<file path="config.mk">
export PLATFORM = sky130hd
export DESIGN_NAME = fetch_stage_flat
export DESIGN_NICKNAME = d
export VERILOG_FILES = /design/src/rtl/pipeline_pkg.sv /design/src/rtl/fetch_stage_if.sv /design/src/rtl/fetch_stage.sv /design/src/flat_wrapper.sv
export SDC_FILE = /design/constraint.sdc
export NUM_CORES = 1
export LEC_CHECK = 0
export ABC_AREA = 0
export CAP_MARGIN = 20
export CORE_MARGIN = 2
export CORE_UTILIZATION = 56
export DETAILED_ROUTE_END_ITERATION = 7
export PLACE_DENSITY_LB_ADDON = 0.12
export SYNTH_ARGS = -nofsm -noshare
export SYNTH_HDL_FRONTEND = slang
export SYNTH_SLANG_ARGS = --single-unit
</file>
<file path="constraint.sdc">
create_clock -name clk -period 9.9 [get_ports clk]
set_input_delay 1.98 -clock clk [delete_from_list [all_inputs] [get_ports clk]]
set_output_delay 1.98 -clock clk [all_outputs]
set_load 0.005 [all_outputs]
</file>
<file path="src/rtl/pipeline_pkg.sv">
// Shared pipeline definitions: fetch FSM states and the architectural fetch
// addresses used by the fetch stage and its bench.
package pipeline_pkg;

  localparam int          INSTR_W      = 32;
  localparam logic [31:0] RESET_VECTOR = 32'hBFC0_0000;
  localparam logic [31:0] HALT_ADDRESS = 32'h0000_0000;

  typedef enum logic [1:0] {
    FETCH  = 2'd0,
    HOLD   = 2'd1,
    HALTED = 2'd2
  } fetch_state_t;

endpackage

</file>
<file path="src/rtl/fetch_stage_if.sv">
// Avalon-style instruction memory port: read/waitrequest request side with
// zero-latency readdata.
interface fetch_stage_if;

  logic [31:0] address;
  logic        read;
  logic        waitrequest;
  logic [31:0] readdata;

  modport master (output address, output read, input waitrequest, input readdata);
  modport slave  (input address, input read, output waitrequest, output readdata);

endinterface

</file>
<file path="src/rtl/fetch_stage.sv">
// MIPS instruction-fetch stage: owns the PC, fetches over the imem port, holds a
// word across downstream stalls, applies redirects and halts on a jump to zero.
module fetch_stage
  import pipeline_pkg::*;
#(
  parameter logic [31:0] RESET_VECTOR = pipeline_pkg::RESET_VECTOR,
  parameter logic [31:0] HALT_ADDRESS = pipeline_pkg::HALT_ADDRESS
) (
  input  logic                 clk,
  input  logic                 reset,
  input  logic                 stall_fetch,
  input  logic                 redirect_valid,
  input  logic [31:0]          redirect_target,
  fetch_stage_if.master        imem,
  output logic [INSTR_W-1:0]   instruction_fetch,
  output logic [31:0]          program_counter_plus_four_fetch,
  output logic                 instruction_valid_fetch,
  output logic                 active
);

  fetch_state_t        r_state;
  logic [31:0]         r_pc;
  logic [INSTR_W-1:0]  r_hold_instr;
  logic [31:0]         r_hold_pc4;
  logic                r_pending;
  logic [31:0]         r_pending_pc;

  logic                w_read;
  logic                w_done;
  logic [31:0]         w_pc_plus4;
  logic [31:0]         w_jump_pc;
  fetch_state_t        w_jump_state;

  // Read is gated by reset so an asserted reset abandons a transfer at once.
  assign w_read     = (r_state == FETCH) && !reset;
  assign w_done     = w_read && !imem.waitrequest;
  assign w_pc_plus4 = r_pc + 32'd4;

  assign imem.address = r_pc;
  assign imem.read    = w_read;
  assign active       = (r_state != HALTED);

  // A same-cycle redirect overrides one captured earlier during a wait.
  assign w_jump_pc    = redirect_valid ? redirect_target : r_pending_pc;
  assign w_jump_state = (w_jump_pc == HALT_ADDRESS) ? HALTED : FETCH;

  always_comb begin
    instruction_fetch               = '0;
    program_counter_plus_four_fetch = '0;
    instruction_valid_fetch         = 1'b0;
    if (!reset) begin
      case (r_state)
        FETCH: begin
          instruction_fetch               = imem.readdata;
          program_counter_plus_four_fetch = w_pc_plus4;
          instruction_valid_fetch         = w_done && !r_pending && !redirect_valid && !stall_fetch;
        end
        HOLD: begin
          instruction_fetch               = r_hold_instr;
          program_counter_plus_four_fetch = r_hold_pc4;
          instruction_valid_fetch         = !stall_fetch && !redirect_valid;
        end
        default: ;
      endcase
    end
  end

  always_ff @(posedge clk or posedge reset) begin
    if (reset) begin
      r_state      <= FETCH;
      r_pc         <= RESET_VECTOR;
      r_hold_instr <= '0;
      r_hold_pc4   <= '0;
      r_pending    <= 1'b0;
      r_pending_pc <= '0;
    end else begin
      case (r_state)
        FETCH: begin
          if (w_done) begin
            r_pending <= 1'b0;
            if (redirect_valid || r_pending) begin
              r_pc    <= w_jump_pc;
              r_state <= w_jump_state;
            end else begin
              r_pc <= w_pc_plus4;
              if (stall_fetch) begin
                r_hold_instr <= imem.readdata;
                r_hold_pc4   <= w_pc_plus4;
                r_state      <= HOLD;
              end
            end
          end else if (redirect_valid) begin
            // Address must stay put mid-transfer; remember where to go next.
            r_pending    <= 1'b1;
            r_pending_pc <= redirect_target;
          end
        end
        HOLD: begin
          if (redirect_valid) begin
            r_pc    <= redirect_target;
            r_state <= w_jump_state;
          end else if (!stall_fetch) begin
            r_state <= FETCH;
          end
        end
        default: ;
      endcase
    end
  end

endmodule

</file>
<file path="src/flat_wrapper.sv">
// flat-port wrapper written by rule: the top's interface ports become plain ports
module fetch_stage_flat import pipeline_pkg::*;
#(
  parameter logic [31:0] RESET_VECTOR = pipeline_pkg::RESET_VECTOR,
  parameter logic [31:0] HALT_ADDRESS = pipeline_pkg::HALT_ADDRESS
)
  (clk, reset, stall_fetch, redirect_valid, redirect_target, instruction_fetch, program_counter_plus_four_fetch, instruction_valid_fetch, active, imem_address, imem_read, imem_waitrequest, imem_readdata);
  fetch_stage_if imem_i ();
  input  logic clk;
  input  logic reset;
  input  logic stall_fetch;
  input  logic redirect_valid;
  input  logic [31:0] redirect_target;
  output logic [INSTR_W-1:0] instruction_fetch;
  output logic [31:0] program_counter_plus_four_fetch;
  output logic instruction_valid_fetch;
  output logic active;
  output wire logic [$bits(imem_i.address)-1:0] imem_address;
  output wire logic [$bits(imem_i.read)-1:0] imem_read;
  input wire logic [$bits(imem_i.waitrequest)-1:0] imem_waitrequest;
  input wire logic [$bits(imem_i.readdata)-1:0] imem_readdata;
  assign imem_address = imem_i.address;
  assign imem_read = imem_i.read;
  assign imem_i.waitrequest = imem_waitrequest;
  assign imem_i.readdata = imem_readdata;
  fetch_stage #(.RESET_VECTOR(RESET_VECTOR), .HALT_ADDRESS(HALT_ADDRESS)) u_core (.clk(clk), .reset(reset), .stall_fetch(stall_fetch), .redirect_valid(redirect_valid), .redirect_target(redirect_target), .imem(imem_i), .instruction_fetch(instruction_fetch), .program_counter_plus_four_fetch(program_counter_plus_four_fetch), .instruction_valid_fetch(instruction_valid_fetch), .active(active));
endmodule
</file>
; Yosys cells after proc, flatten, opt, wreduce, memory -nomap -nowiden
; Cells that the tools add are included.
[op_classes]
bitwise = 2
add_sub_neg = 1
n_mux = 20
reduce_logical = 21
n_eq_ne = 6
[op_table]
columns = cell, count
row1 = $mux W32, 6
row2 = $pmux W32 S2, 3
row3 = $add A32 B3 Y32 const B, 1
row4 = $logic_not A32 Y1, 1
row5 = $mux W2, 6
row6 = $reduce_and A4 Y1, 2
row7 = $logic_and A1 B1 Y1, 6
row8 = $ne A3 B3 Y1 const B, 2
row9 = $logic_not A1 Y1, 5
row10 = $ne A2 B2 Y1 const B, 2
row11 = $pmux W2 S2, 1
row12 = $reduce_and A2 Y1, 2
row13 = $reduce_bool A2 Y1, 2
row14 = $mux W1, 3
row15 = $reduce_and A3 Y1, 1
row16 = $eq A2 B1 Y1 const B, 1
row17 = $logic_not A2 Y1, 1
row18 = $ne A2 B1 Y1 const B, 1
row19 = $not A1 Y1, 2
row20 = $pmux W1 S2, 1
row21 = $logic_or A1 B1 Y1, 1
[word_totals]
word_cells = 56
regBits = 131
output_inout_bits = 99
input_bits = 69

; Longest topological paths before layout
[logic_depth]
word_depth = 8
depth_mapped = 8
mapped_depth_nobuf = 6

; Worst setup path before layout
; Ideal clock, no wire load.
[synth_timing]
path_type = input to output
start = input reset
end = output instruction_fetch[0]
cell_stages = 4
required_time_ps = 7920
t_arrival_ps = 5797
n_path_buf = 1
slack_ps = 2123
path_cell_list = inv_1 nand2_1 clkbuf_1 nor2_1
[synth_via]
elab_chain_cells = 1
[synth_rtl]
columns = item, line
row1 = from (decl), flat_wrapper.sv:10  ; input logic reset;
row2 = $mux W32, fetch_stage.sv:51  ; if (!reset) begin
row3 = to (decl), flat_wrapper.sv:14  ; output logic [INSTR_W-1:0] instruction_fetch;
; No other way between the ends.

; Worst setup path after layout
[layout_timing]
start = input reset
end = output program_counter_plus_four_fetch[8]
[layout_via]
elab_chain_cells = 1
[layout_rtl]
columns = item, line
row1 = $mux W32, fetch_stage.sv:51
row2 = to (decl), flat_wrapper.sv:15  ; output logic [31:0] program_counter_plus_four_fetch;
; No other way between the ends.

==> reports/qor.tcl <==
set qor(critical-path-top-delay-family) {buffers and inverters}
set qor(cts_tree) {yes}
set qor(detail-route-antenna-nets) 0
set qor(dpl.hpwl_mm) 15.0
set qor(slowest_stage) {sky130_fd_sc_hd__inv_4}
set qor(first_global_vias) 6572
set qor(synth_top_cells_by_area) {sky130_fd_sc_hd__dfrtp_1, sky130_fd_sc_hd__mux2_2, sky130_fd_sc_hd__mux2i_1}
set qor(synth_cells) 791
set qor(final_util_pct) 75.9
set qor(timing.hold.worst_path_depth) 2
set qor(floorplan.initialDensity_pct) 57.7
set qor(cts_setup_buffers) 0
set qor(tritoncts_num_sinks) 131
set qor(synthesis.yosys.warnings) 0
set qor(synth.area.mux_share_pct) 18.1
set qor(max_freq_ghz) 0.158
set qor(p_per_area_nw_per_um2) 133
set qor(outcome) {complete, no violations}
set qor(drt-pass1-iter-count) 5
set qor(mappedNetlistArea_sq_um) 7670
set qor(synth_seq_cells) 131
set qor(design.final.nets) 998
set qor(synth_compound_gate_area_share_pct) 14.9
set qor(routed-wl-met3_mm) 1.77
set qor(period_needed_ns) 6.31
set qor(critical_path_arrival_ns) 4.33
set qor(synth_fp_nets) 861
set qor(die_h_um) 121
set qor(crit-reg2reg-capture) {u_core.imem.address[31]}
set qor(cts_resized) 0
set qor(final_number_of_hold_violating_endpoints) 0
set qor(hold_end) {u_core.r_hold_pc4[16]}
set qor(fp.coreArea_sq_um) 13300
set qor(worstSetupPathDepth) 6
set qor(routed_wirelength_mm) 21.8
set qor(final.setup.tns_ns) 0
set qor(crit-reg2reg-launch) {u_core.r_state[0]}
set qor(commonest_non_fill_non_tap_cells_in_the_layout) {sky130_fd_sc_hd__clkdlybuf4s50_1, sky130_fd_sc_hd__dfrtp_1, sky130_fd_sc_hd__mux2_2}
set qor(relSlewSlack_pct) 33.4
set qor(via_per_inst) 6.13
set qor(drt-wirelength-per-cell_um) 19.6
set qor(reg2reg_setup_slack_ns) 7.13
set qor(hold_class) {reg2reg}
set qor(grt-ovfl-total) 0
set qor(dpl_worst_slack_ns) 3.57
set qor(crit_path_end_kind) {output port}
set qor(timing.final.max_slew_violations) 0
set qor(grt_max_degree) 83
set qor(timing.critical_path.required_ns) 7.92
set qor(adder_cell_fraction_of_synth_area_pct) 0.163
set qor(worst_skew_pair.late_latency_ns) 0.42
set qor(setup_viol) 0
set qor(synth_top_family_by_area) {multiplexers}
set qor(post_route_cells_drive_above_1_share_pct) 18.0
set qor(drv.max_cap_violation_count) 0
set qor(grt.total_usage_pct) 30.4
set qor(port_buffers) 167
set qor(ctsLongestPathBuffers) 2
set qor(netlist.top_cell.by_area) {sky130_fd_sc_hd__dfrtp_1}
set qor(cp_cell_sequence) {clkdlybuf4s50_1, inv_4, nand2_1, buf_4, a211oi_1, clkdlybuf4s50_1}
set qor(total_leakage_power_uw) 0.00439
set qor(met2_routed_wl_mm) 10.2
set qor(area_growth_pct) 31.4
set qor(peakVddDrop_uv) 111
set qor(cts_root_buffer) {sky130_fd_sc_hd__clkbuf_16}
set qor(timing.setup.critical_path_class) {in2out}
set qor(post_synth_and_or_nand_nor_area_fraction_pct) 16.6
set qor(route.vias.total) 6845
set qor(top_level_ports) 168
set qor(fin_ws_ns) 3.59
set qor(synth-xor-area-share_pct) 3.20
set qor(cts_made_buffers) 17
set qor(worstHoldStart) {u_core.r_hold_pc4[16]}
set qor(post_synth_num_cell_types) 65
set qor(worst-path-max-fanout) 51
set qor(path_clk_slew_ns) 0.05
set qor(synth-edff-count) 0
set qor(globalplace.congestion) 0.953
set qor(synth-main-ff-cell) {sky130_fd_sc_hd__dfrtp_1}
set qor(skew_ns) 0.00989
set qor(synth.yosys.seq_area_share_pct) 42.9
set qor(layout_commonest_cell) {sky130_fd_sc_hd__clkdlybuf4s50_1}
set qor(path_common_cell) {sky130_fd_sc_hd__clkdlybuf4s50_1}
set qor(number_of_cell_rows) 42
set qor(critical_path.startpoint_type) {primary input}
set qor(dieWidth_um) 121
set qor(avgSynthCellArea_sq_um) 9.70
set qor(ctsHtreeMaxLevel) 4
set qor(postCtsHoldBufs) 0
set qor(final.period_utilization_pct) 63.8
set qor(cp_num_buf_inv) 4
set qor(slowest_delay_ns) 0.53
set qor(synth_async_sr_flop_share_pct) 100
set qor(rsz0062_at_grt) {no}
set qor(synth_largest_type_area_fraction_pct) 39.8
set qor(measured_slew_at_the_worst_slew_check_pin_ns) 0.999
set qor(dr.first_iter.drc_count) 570
set qor(grt_pass1_wl_mm) 34.7
set qor(top_routing_layer_in_use) {met4}
set qor(design.die.area_sq_um) 14700
set qor(antenna_found_initial) 0
set qor(route.detailed.drc) 0
set qor(wirelength_met1_mm) 9.37
set qor(count_of_inserted_antenna_diode_cells) 0
set qor(worst_r2r_path_depth) 6
-- stage by stage --
stage	instances	instance area (sq um)	power (uW)	hold WS (ns)
6_report	1117	10100	1340	0.480
5_1_grt	1117	10100	1380	0.514
4_1_cts	1114	10000	1350	0.484
3_5_place_dp	1082	9400	687	0.472
3_3_place_gp	1081	9390	683	0.462
2_1_floorplan	791	7670	621	0.445
-- cells by family (layout without fill, tap and decap cells) --
group,Yosys count,after routing
and+or+nand+nor,251,251
AOI/OAI and AO/OA,177,177
DFF,131,131
muxes,128,128
buffers and inverters,75,225
xor gates and xnor gates,28,28
adders and majority gates,1,1
-- final cells by class --
cell class	count	area, sq um
repair buffers	182	1820
multi-input cells	585	4080
fillers	929	3210
inverters	11	43.8
flip-flops and latches	131	3290
clock buffers	18	439
well taps	176	220
clock inverters	14	186
-- registers in the layout, indices dropped and copies added (netlist names) --
name / cells
u_core.r_state: 2
u_core.r_pending: 1
u_core.imem.address: 32
u_core.r_pending_pc: 32
u_core.r_hold_instr: 32
u_core.r_hold_pc4: 32
-- worst max path at each step --
stage | end | startpoint
6_report | program_counter_plus_four_fetch[8] | reset
5_1_grt | program_counter_plus_four_fetch[8] | reset
4_1_cts | program_counter_plus_four_fetch[8] | reset
3_5_place_dp | program_counter_plus_four_fetch[8] | reset
3_3_place_gp | program_counter_plus_four_fetch[31] | reset
2_1_floorplan | instruction_fetch[0] | reset
-- metal layers --
metal	vias to the layer above	GRT usage (%)
met5	-	0
met3	43	6.91
met1	3378	42.7
met4	0	9.88
li1	3109	-
met2	315	46.9
-- cell usage after synthesis (5+ instances only) --
library cell               number
sky130_fd_sc_hd__clkbuf_1      35
sky130_fd_sc_hd__nand2_1       65
sky130_fd_sc_hd__xor2_1         8
sky130_fd_sc_hd__nor2_1        79
sky130_fd_sc_hd__buf_1          6
sky130_fd_sc_hd__o21ba_2        9
sky130_fd_sc_hd__o21ai_0       63
sky130_fd_sc_hd__mux2_2        86
sky130_fd_sc_hd__nor2b_1       10
sky130_fd_sc_hd__nand3b_1       6
sky130_fd_sc_hd__a21oi_1       40
sky130_fd_sc_hd__inv_1         10
sky130_fd_sc_hd__xnor2_1       20
sky130_fd_sc_hd__dfrtp_1      122
sky130_fd_sc_hd__o211a_1        7
sky130_fd_sc_hd__o31ai_1        5
sky130_fd_sc_hd__buf_2         20
sky130_fd_sc_hd__nor3_1        10
sky130_fd_sc_hd__o221ai_1       5
sky130_fd_sc_hd__nor4_1         9
sky130_fd_sc_hd__nand4_1       14
sky130_fd_sc_hd__and3_1         7
sky130_fd_sc_hd__mux2i_1       40
sky130_fd_sc_hd__dfstp_2        9
sky130_fd_sc_hd__nand2b_1       7
sky130_fd_sc_hd__nand3_1       21
-- worst min-delay path, stage by stage, from the launching register on --
cell and delay, ns:
sky130_fd_sc_hd__dfrtp_1 0.34, sky130_fd_sc_hd__nand2_1 0.05, sky130_fd_sc_hd__o21ai_0 0.06
-- power by group --
group | total, uW | internal, uW | switching (uW)
sequential | 561 | 546 | 14.8
combinational | 120 | 59.1 | 61.2
clock | 661 | 425 | 235
No activity file was read; power rests on OpenSTA's default activity.
